==> config.mk <==
export PLATFORM = sky130hd
export DESIGN_NAME = pulpino_boot_seq
export DESIGN_NICKNAME = d
export VERILOG_FILES = /design/src/rtl/pulpino_boot_pkg.sv /design/src/rtl/pulpino_boot_seq_btn.sv /design/src/rtl/pulpino_boot_seq.sv
export SDC_FILE = /design/constraint.sdc
export NUM_CORES = 1
export LEC_CHECK = 0
export ABC_AREA = 0
export BUFFER_PORTS_ARGS = -buffer_cell sky130_fd_sc_hd__buf_2
export CORE_ASPECT_RATIO = 1.1
export CORE_MARGIN = 2
export CORE_UTILIZATION = 30
export DETAILED_ROUTE_END_ITERATION = 10
export GPL_ROUTABILITY_DRIVEN = 1
export PLACE_DENSITY = 0.46
export SYNTH_ARGS = -nofsm -noshare
export SYNTH_HDL_FRONTEND = slang
export SYNTH_SLANG_ARGS = --single-unit
==> constraint.sdc <==
create_clock -name clk -period 2 [get_ports clk]
set_input_delay 0.1 -clock clk [delete_from_list [all_inputs] [get_ports clk]]
set_output_delay 0.1 -clock clk [all_outputs]
set_load 0.005 [all_outputs]
==> src/rtl/pulpino_boot_pkg.sv <==
// Shared types for the PULPino boot sequencer: FSM states,
// reset-cause codes and a small sizing helper.
package pulpino_boot_pkg;

    localparam int unsigned SEQ_STATE_W = 3;

    typedef enum logic [SEQ_STATE_W-1:0] {
        S_HOLD      = 3'd0,
        S_WAIT_LOCK = 3'd1,
        S_PERIPH    = 3'd2,
        S_CORE      = 3'd3,
        S_FETCH     = 3'd4,
        S_RUN       = 3'd5
    } seq_state_e;

    typedef enum logic [2:0] {
        CAUSE_POR  = 3'd0,
        CAUSE_BTN  = 3'd1,
        CAUSE_LOCK = 3'd2,
        CAUSE_SW   = 3'd3,
        CAUSE_WDT  = 3'd4
    } rst_cause_e;

    function automatic int unsigned max3(
        input int unsigned a,
        input int unsigned b,
        input int unsigned c
    );
        int unsigned m;
        m = (a > b) ? a : b;
        return (m > c) ? m : c;
    endfunction

endpackage

==> src/rtl/pulpino_boot_seq_btn.sv <==
// Reset pushbutton synchroniser and debouncer; the output is
// the debounced "pressed" level of the active-low button.
module boot_btn_debounce #(
    parameter int unsigned DEBOUNCE_CYCLES = 500000
) (
    input  logic clk,
    input  logic rst,
    input  logic btn_resetn_i,
    output logic btn_pressed_o
);
    import pulpino_boot_pkg::*;

    localparam int unsigned CNT_W = $clog2(DEBOUNCE_CYCLES + 1);
    localparam logic [CNT_W-1:0] CNT_MAX = CNT_W'(DEBOUNCE_CYCLES - 1);

    logic             sync1_q;
    logic             sync2_q;
    logic             level_q;
    logic             level_d;
    logic [CNT_W-1:0] cnt_q;
    logic [CNT_W-1:0] cnt_d;

    // level_q holds the debounced pin value, 1 = released
    always_comb begin
        level_d = level_q;
        cnt_d   = '0;
        if (sync2_q != level_q) begin
            if (cnt_q == CNT_MAX) begin
                level_d = sync2_q;
            end else begin
                cnt_d = cnt_q + 1'b1;
            end
        end
    end

    always_ff @(posedge clk) begin
        if (rst) begin
            sync1_q <= 1'b1;
            sync2_q <= 1'b1;
            level_q <= 1'b1;
            cnt_q   <= '0;
        end else begin
            sync1_q <= btn_resetn_i;
            sync2_q <= sync1_q;
            level_q <= level_d;
            cnt_q   <= cnt_d;
        end
    end

    assign btn_pressed_o = ~level_q;

endmodule

==> src/rtl/pulpino_boot_seq.sv <==
// Boot sequencer: lock/button/software reset to ordered release of
// peripheral reset, core reset and fetch_enable. SEQ_WDT_EN adds a watchdog.
module pulpino_boot_seq
    import pulpino_boot_pkg::*;
#(
    parameter int unsigned DEBOUNCE_CYCLES    = 500000,
    parameter int unsigned PERIPH_HOLD_CYCLES = 16,
    parameter int unsigned CORE_HOLD_CYCLES   = 16,
    parameter int unsigned FETCH_DELAY_CYCLES = 8,
    parameter int unsigned WDT_CYCLES         = 50000000
) (
    input  logic                   clk,
    input  logic                   rst,
    input  logic                   locked_i,
    input  logic                   btn_resetn_i,
    input  logic                   sw_reset_req_i,
    input  logic                   wdt_kick_i,
    output logic                   periph_rst_n_o,
    output logic                   core_rst_n_o,
    output logic                   fetch_enable_o,
    output logic [SEQ_STATE_W-1:0] seq_state_o,
    output logic [2:0]             reset_cause_o
);

    if (DEBOUNCE_CYCLES == 0 || PERIPH_HOLD_CYCLES == 0 ||
        CORE_HOLD_CYCLES == 0 || FETCH_DELAY_CYCLES == 0 ||
        WDT_CYCLES == 0) begin : g_param_check
        $fatal(1, "pulpino_boot_seq: *_CYCLES must be >= 1");
    end

    localparam int unsigned CNT_W = $clog2(max3(
        PERIPH_HOLD_CYCLES, CORE_HOLD_CYCLES, FETCH_DELAY_CYCLES) + 1);
    localparam logic [CNT_W-1:0] P_LAST = CNT_W'(PERIPH_HOLD_CYCLES - 1);
    localparam logic [CNT_W-1:0] C_LAST = CNT_W'(CORE_HOLD_CYCLES - 1);
    localparam logic [CNT_W-1:0] F_LAST = CNT_W'(FETCH_DELAY_CYCLES - 1);

    seq_state_e       state_q;
    seq_state_e       state_d;
    rst_cause_e       cause_q;
    rst_cause_e       cause_d;
    logic [CNT_W-1:0] cnt_q;
    logic [CNT_W-1:0] cnt_d;
    logic             periph_q;
    logic             periph_d;
    logic             core_q;
    logic             core_d;
    logic             fetch_q;
    logic             fetch_d;
    logic             btn_pressed;
    logic             wdt_fire;
    logic             active;

    boot_btn_debounce #(
        .DEBOUNCE_CYCLES(DEBOUNCE_CYCLES)
    ) u_btn (
        .clk          (clk),
        .rst          (rst),
        .btn_resetn_i (btn_resetn_i),
        .btn_pressed_o(btn_pressed)
    );

`ifdef SEQ_WDT_EN
    localparam int unsigned WDT_W = $clog2(WDT_CYCLES + 1);
    localparam logic [WDT_W-1:0] WDT_LAST = WDT_W'(WDT_CYCLES - 1);

    logic [WDT_W-1:0] wdt_q;
    logic [WDT_W-1:0] wdt_d;

    assign wdt_fire = (state_q == S_RUN) && !wdt_kick_i &&
                      (wdt_q == WDT_LAST);

    always_comb begin
        wdt_d = '0;
        if (state_d == S_RUN && !wdt_kick_i) begin
            wdt_d = wdt_q + 1'b1;
        end
    end

    always_ff @(posedge clk) begin
        if (rst) begin
            wdt_q <= '0;
        end else begin
            wdt_q <= wdt_d;
        end
    end
`else
    logic unused_wdt;
    assign unused_wdt = wdt_kick_i ^ (WDT_CYCLES == 0);
    assign wdt_fire   = 1'b0;
`endif

    assign active = (state_q == S_PERIPH) || (state_q == S_CORE) ||
                    (state_q == S_FETCH)  || (state_q == S_RUN);

    always_comb begin
        state_d = state_q;
        cause_d = cause_q;
        cnt_d   = cnt_q;
        unique case (state_q)
            S_HOLD: begin
                cnt_d = '0;
                if (!btn_pressed) state_d = S_WAIT_LOCK;
            end
            S_WAIT_LOCK: begin
                cnt_d = '0;
                if (btn_pressed)   state_d = S_HOLD;
                else if (locked_i) state_d = S_PERIPH;
            end
            S_PERIPH: begin
                cnt_d = cnt_q + 1'b1;
                if (cnt_q == P_LAST) begin
                    state_d = S_CORE;
                    cnt_d   = '0;
                end
            end
            S_CORE: begin
                cnt_d = cnt_q + 1'b1;
                if (cnt_q == C_LAST) begin
                    state_d = S_FETCH;
                    cnt_d   = '0;
                end
            end
            S_FETCH: begin
                cnt_d = cnt_q + 1'b1;
                if (cnt_q == F_LAST) begin
                    state_d = S_RUN;
                    cnt_d   = '0;
                end
            end
            S_RUN: cnt_d = '0;
            default: begin
                state_d = S_HOLD;
                cnt_d   = '0;
            end
        endcase
        // abort cause priority: lock, button, software, watchdog
        if (active && (!locked_i || btn_pressed ||
                       sw_reset_req_i || wdt_fire)) begin
            state_d = S_HOLD;
            cnt_d   = '0;
            if (!locked_i)           cause_d = CAUSE_LOCK;
            else if (btn_pressed)    cause_d = CAUSE_BTN;
            else if (sw_reset_req_i) cause_d = CAUSE_SW;
            else                     cause_d = CAUSE_WDT;
        end
        periph_d = (state_d == S_CORE) || (state_d == S_FETCH) ||
                   (state_d == S_RUN);
        core_d   = (state_d == S_FETCH) || (state_d == S_RUN);
        fetch_d  = (state_d == S_RUN);
    end

    always_ff @(posedge clk) begin
        if (rst) begin
            state_q  <= S_HOLD;
            cause_q  <= CAUSE_POR;
            cnt_q    <= '0;
            periph_q <= 1'b0;
            core_q   <= 1'b0;
            fetch_q  <= 1'b0;
        end else begin
            state_q  <= state_d;
            cause_q  <= cause_d;
            cnt_q    <= cnt_d;
            periph_q <= periph_d;
            core_q   <= core_d;
            fetch_q  <= fetch_d;
        end
    end

    assign periph_rst_n_o = periph_q;
    assign core_rst_n_o   = core_q;
    assign fetch_enable_o = fetch_q;
    assign seq_state_o    = state_q;
    assign reset_cause_o  = cause_q;

endmodule
==> out/results.tsv <==
stage	metric	value	unit
cts	post_cts_buffers	0	
routing	wl_per_cell	11.0	microns
critical_path	r2r_end	fetch_enable_o$_SDFF_PP0_	
sta	rsz0062_at_grt	no	
cts	clock_latency	0.28	ns
pwr	peakVddDrop	0.000212	V
floorplanning	start_util	31.5	%
layout	drive_gt1_share	15.7	%
critical_path	cpPeakStageDelay	0.35	ns
grt	overflow	0	
grt	grt_max_degree	18	
critical_path	worst_ep_arrival_time	1.92	ns
pwr	clkPwrFrac	46.3	%
synthesis	ys_seq_area_share	44.8	%
routing	drtIter0Drc	43	
synthesis	yosys_warnings	0	
pwr	cellPowerDensity	787	nW/um^2
critical_path	slowest_stage	dfxtp_1	
sta	drv_slew	0	
synthesis	synth_edf_count	0	
place	io_buffers	13	
critical_path	rr_startpoint	cnt_q[0]$_SDFF_PP0_	
floorplanning	dieArea	5970	sq um
grt	grt_pass1_wl	5280	microns
layout	final_cell_mix	dfxtp_1 (36), nor2_1 (27), buf_2 (13), xor2_1 (11)	
critical_path	crit_start	cnt_q[0]$_SDFF_PP0_	
synthesis	ys_types	40	
layout	diodes	0	
routing	via_per_inst	4.78	
sta	clock.fmax	0.576	GHz
critical_path	cp_num_cells	8	
pwr	p_seq_share	49.4	%
critical_path	endpoint	fetch_enable_o$_SDFF_PP0_	
cts	tritoncts.num_buffers	5	
synthesis	synth_largest_area_cell	dfxtp_1	
pwr	power.switching	0.000296	W
critical_path	crit_family	simple AND/OR/NAND/NOR gates	
pwr	p_int	0.00120	W
place	gp_congestion	0.816	
critical_path	cp_common_cell	ha_1	
critical_path	crit_fanout	4	
critical_path	regToRegSetupSlack	0.26	ns
pwr	p_comb_share	4.3	%
grt	grt_pass1_vias	1226	
floorplanning	rows	27	
critical_path	worst-path-buf-inv	1	
synthesis	yosysTopAreaCellShare	44.8	%
pwr	sw_frac_of_total	19.8	%
sta	finalSetupViolCount	0	
synthesis	syn_area	1610	sq um
cts	root_buffer	clkbuf_8	
routing	routed_wl	2980	microns
critical_path	criticalPathCategory	flip-flop to flip-flop	
floorplanning	core-area	5100	sq um
sta	slew_headroom	71.7	%
critical_path	crit_chain	ha_1 > nand3_1 > inv_1 > ha_1 > nand2_1 > nor4b_2 > a211o_1 > and2_1	
pwr	p_total	0.00149	W
cts	htreeDepth	2	
min_path	hold_path.class	input port to flip-flop	
synthesis	synth_seq_cells	36	
grt	gr-usage-all-layers	11.5	%
routing	dr.pass1.iters	4	
layout	final_common_cell	dfxtp_1	
cts	clockBufferDepth	2	
synthesis	synth_fp_nets	188	
pwr	power.leakage	0.691	nW
min_path	holdPathStages	2	
critical_path	worstPathRequired	2.18	ns
critical_path	cp-end-kind	flip-flop	
synthesis	ys_async_sr_fraction	0	%
layout	fin_util	37.1	%
floorplanning	die_h	80.8	microns
synthesis	synth_area_leaders	dfxtp_1 (45%), nor2_1 (6.3%), xor2_1 (6.0%), xnor2_1 (3.3%), ha_1 (3.1%)	
sta	final.setup.tns	0	ns
sta	hold_violations	0	
grt	antenna_found_initial	0	
sta	finClkSkew	0.00369	ns
routing	remaining_drc_errors	0	
synthesis	syn-instance-count	178	
routing	ant_nets	0	
sta	period_minus_slack	1.74	ns
place	hpwl	2210	microns
cts	clock_sinks	36	
floorplanning	ios	15	
sta	period_share	86.9	%
synthesis	syn_area_per_cell	9.04	sq um
routing	dr_total_vias	1290	
run	maxCapViolations	0	
cts	cts_tree	yes	
layout	final_nets	207	
floorplanning	die_x	73.8	microns
cts	clkTransAtPathRegs	0.07	ns
synthesis	synth_ff_type	dfxtp_1	
run_status	status	complete, no violations	
critical_path	ff2ff_path_depth	8	
critical_path	worst_setup_path_start_kind	flip-flop	
layout	area_delta_synth_final	17.7	%
sta	worstMarginPinSlew	0.423	ns
==> metal layers <==
metal | wire [microns] | vias to the layer above | track usage (%) | share of wire [%]
li1 | - | 668 | - | -
met1 | 1410 | 595 | 13.8 | 47
met2 | 1390 | 25 | 18.5 | 47
met3 | 156 | 2 | 4.47 | 5.2
met4 | 19 | 0 | 4.36 | 0.64
met5 | 0 | - | 0 | 0
==> state kept, by name, summed over array words and instances, names as in the netlist <==
register and flops:
u_btn.level_q 1, u_btn.sync1_q 1, core_rst_n_o 1, seq_state_o 3, u_btn.sync2_q 1, fetch_enable_o 1
reset_cause_o 3, periph_rst_n_o 1, u_btn.cnt_q 19, cnt_q 5
==> how the worst min path moves through the flow <==
stage,startpoint,to,slack [ns]
CTS,locked_i,reset_cause_o[1]$_SDFFE_PP0P_,0.08
global placement,btn_resetn_i,u_btn.sync1_q$_SDFF_PP1_,0.29
floorplan,btn_resetn_i,u_btn.sync1_q$_SDFF_PP1_,0.20
global route,locked_i,reset_cause_o[1]$_SDFFE_PP0P_,0.08
finish,locked_i,reset_cause_o[1]$_SDFFE_PP0P_,0.09
detailed placement,btn_resetn_i,u_btn.sync1_q$_SDFF_PP1_,0.29
==> cell type report <==
type | instances | area, sq um
Clock inverter | 1 | 30.0
Timing Repair Buffer | 15 | 82.6
Clock buffer | 7 | 96.3
Fill cell | 529 | 3210
Multi-Input combinational cell | 130 | 841
Inverter | 9 | 33.8
Tap cell | 72 | 90.1
Sequential cell | 36 | 721
==> cell usage after synthesis (2+ instances only) <==
cell / number
nor4_1: 2
nand4b_1: 2
and2_1: 3
a311oi_1: 2
nand2b_1: 5
inv_1: 9
dfxtp_1: 36
o31ai_1: 3
or3_1: 2
nor4b_1: 3
or4_1: 2
nand2_1: 9
nand4_1: 5
a21oi_1: 9
or2_2: 2
nor2_1: 27
xnor2_1: 6
nor3_1: 3
nand3_1: 7
xor2_1: 11
and4_1: 2
o21ai_0: 6
a21o_1: 2
ha_1: 4
==> power groups by stage <==
stage,sequential (W),clock (W),combinational [W]
floorplan,0.000752,0,0.0000398
global placement,0.000753,0,0.0000618
detailed placement,0.000753,0,0.0000624
CTS,0.000736,0.000717,0.0000643
global route,0.000738,0.000753,0.0000729
finish,0.000737,0.000691,0.0000644
==> what timing repair did <==
action | 4_1_cts | 5_1_grt
gates resized for setup | 0 | 1
hold buffers | 1 | 0
endpoints found under the setup margin | 0 | 1
endpoints found under the hold margin | 1 | 0
==> cells by family (layout without fill, tap and decap cells) <==
group / after synthesis / in the layout / synth area share [%]
XOR/XNOR: 17 / 17 / 9.25
buffers and inverters: 12 / 32 / 3.34
adder cells (fa/ha/maj): 4 / 4 / 3.11
flip-flops: 36 / 36 / 44.8
AND/OR/NAND/NOR: 81 / 81 / 27.8
AO/OA/AOI/OAI: 28 / 28 / 11.7
==> through the flow <==
step | hold WS (ns) | instance area (sq um) | instances | worst slack, ns
2_1_floorplan | 0.204 | 1610 | 178 | 0.397
3_5_place_dp | 0.295 | 1750 | 261 | 0.215
4_1_cts | 0.0803 | 1890 | 270 | 0.189
5_1_grt | 0.0783 | 1890 | 270 | 0.0282
3_3_place_gp | 0.290 | 1750 | 261 | 0.241
6_report | 0.0914 | 1890 | 270 | 0.263
Note: power is estimated with default switching activity, not from simulation.
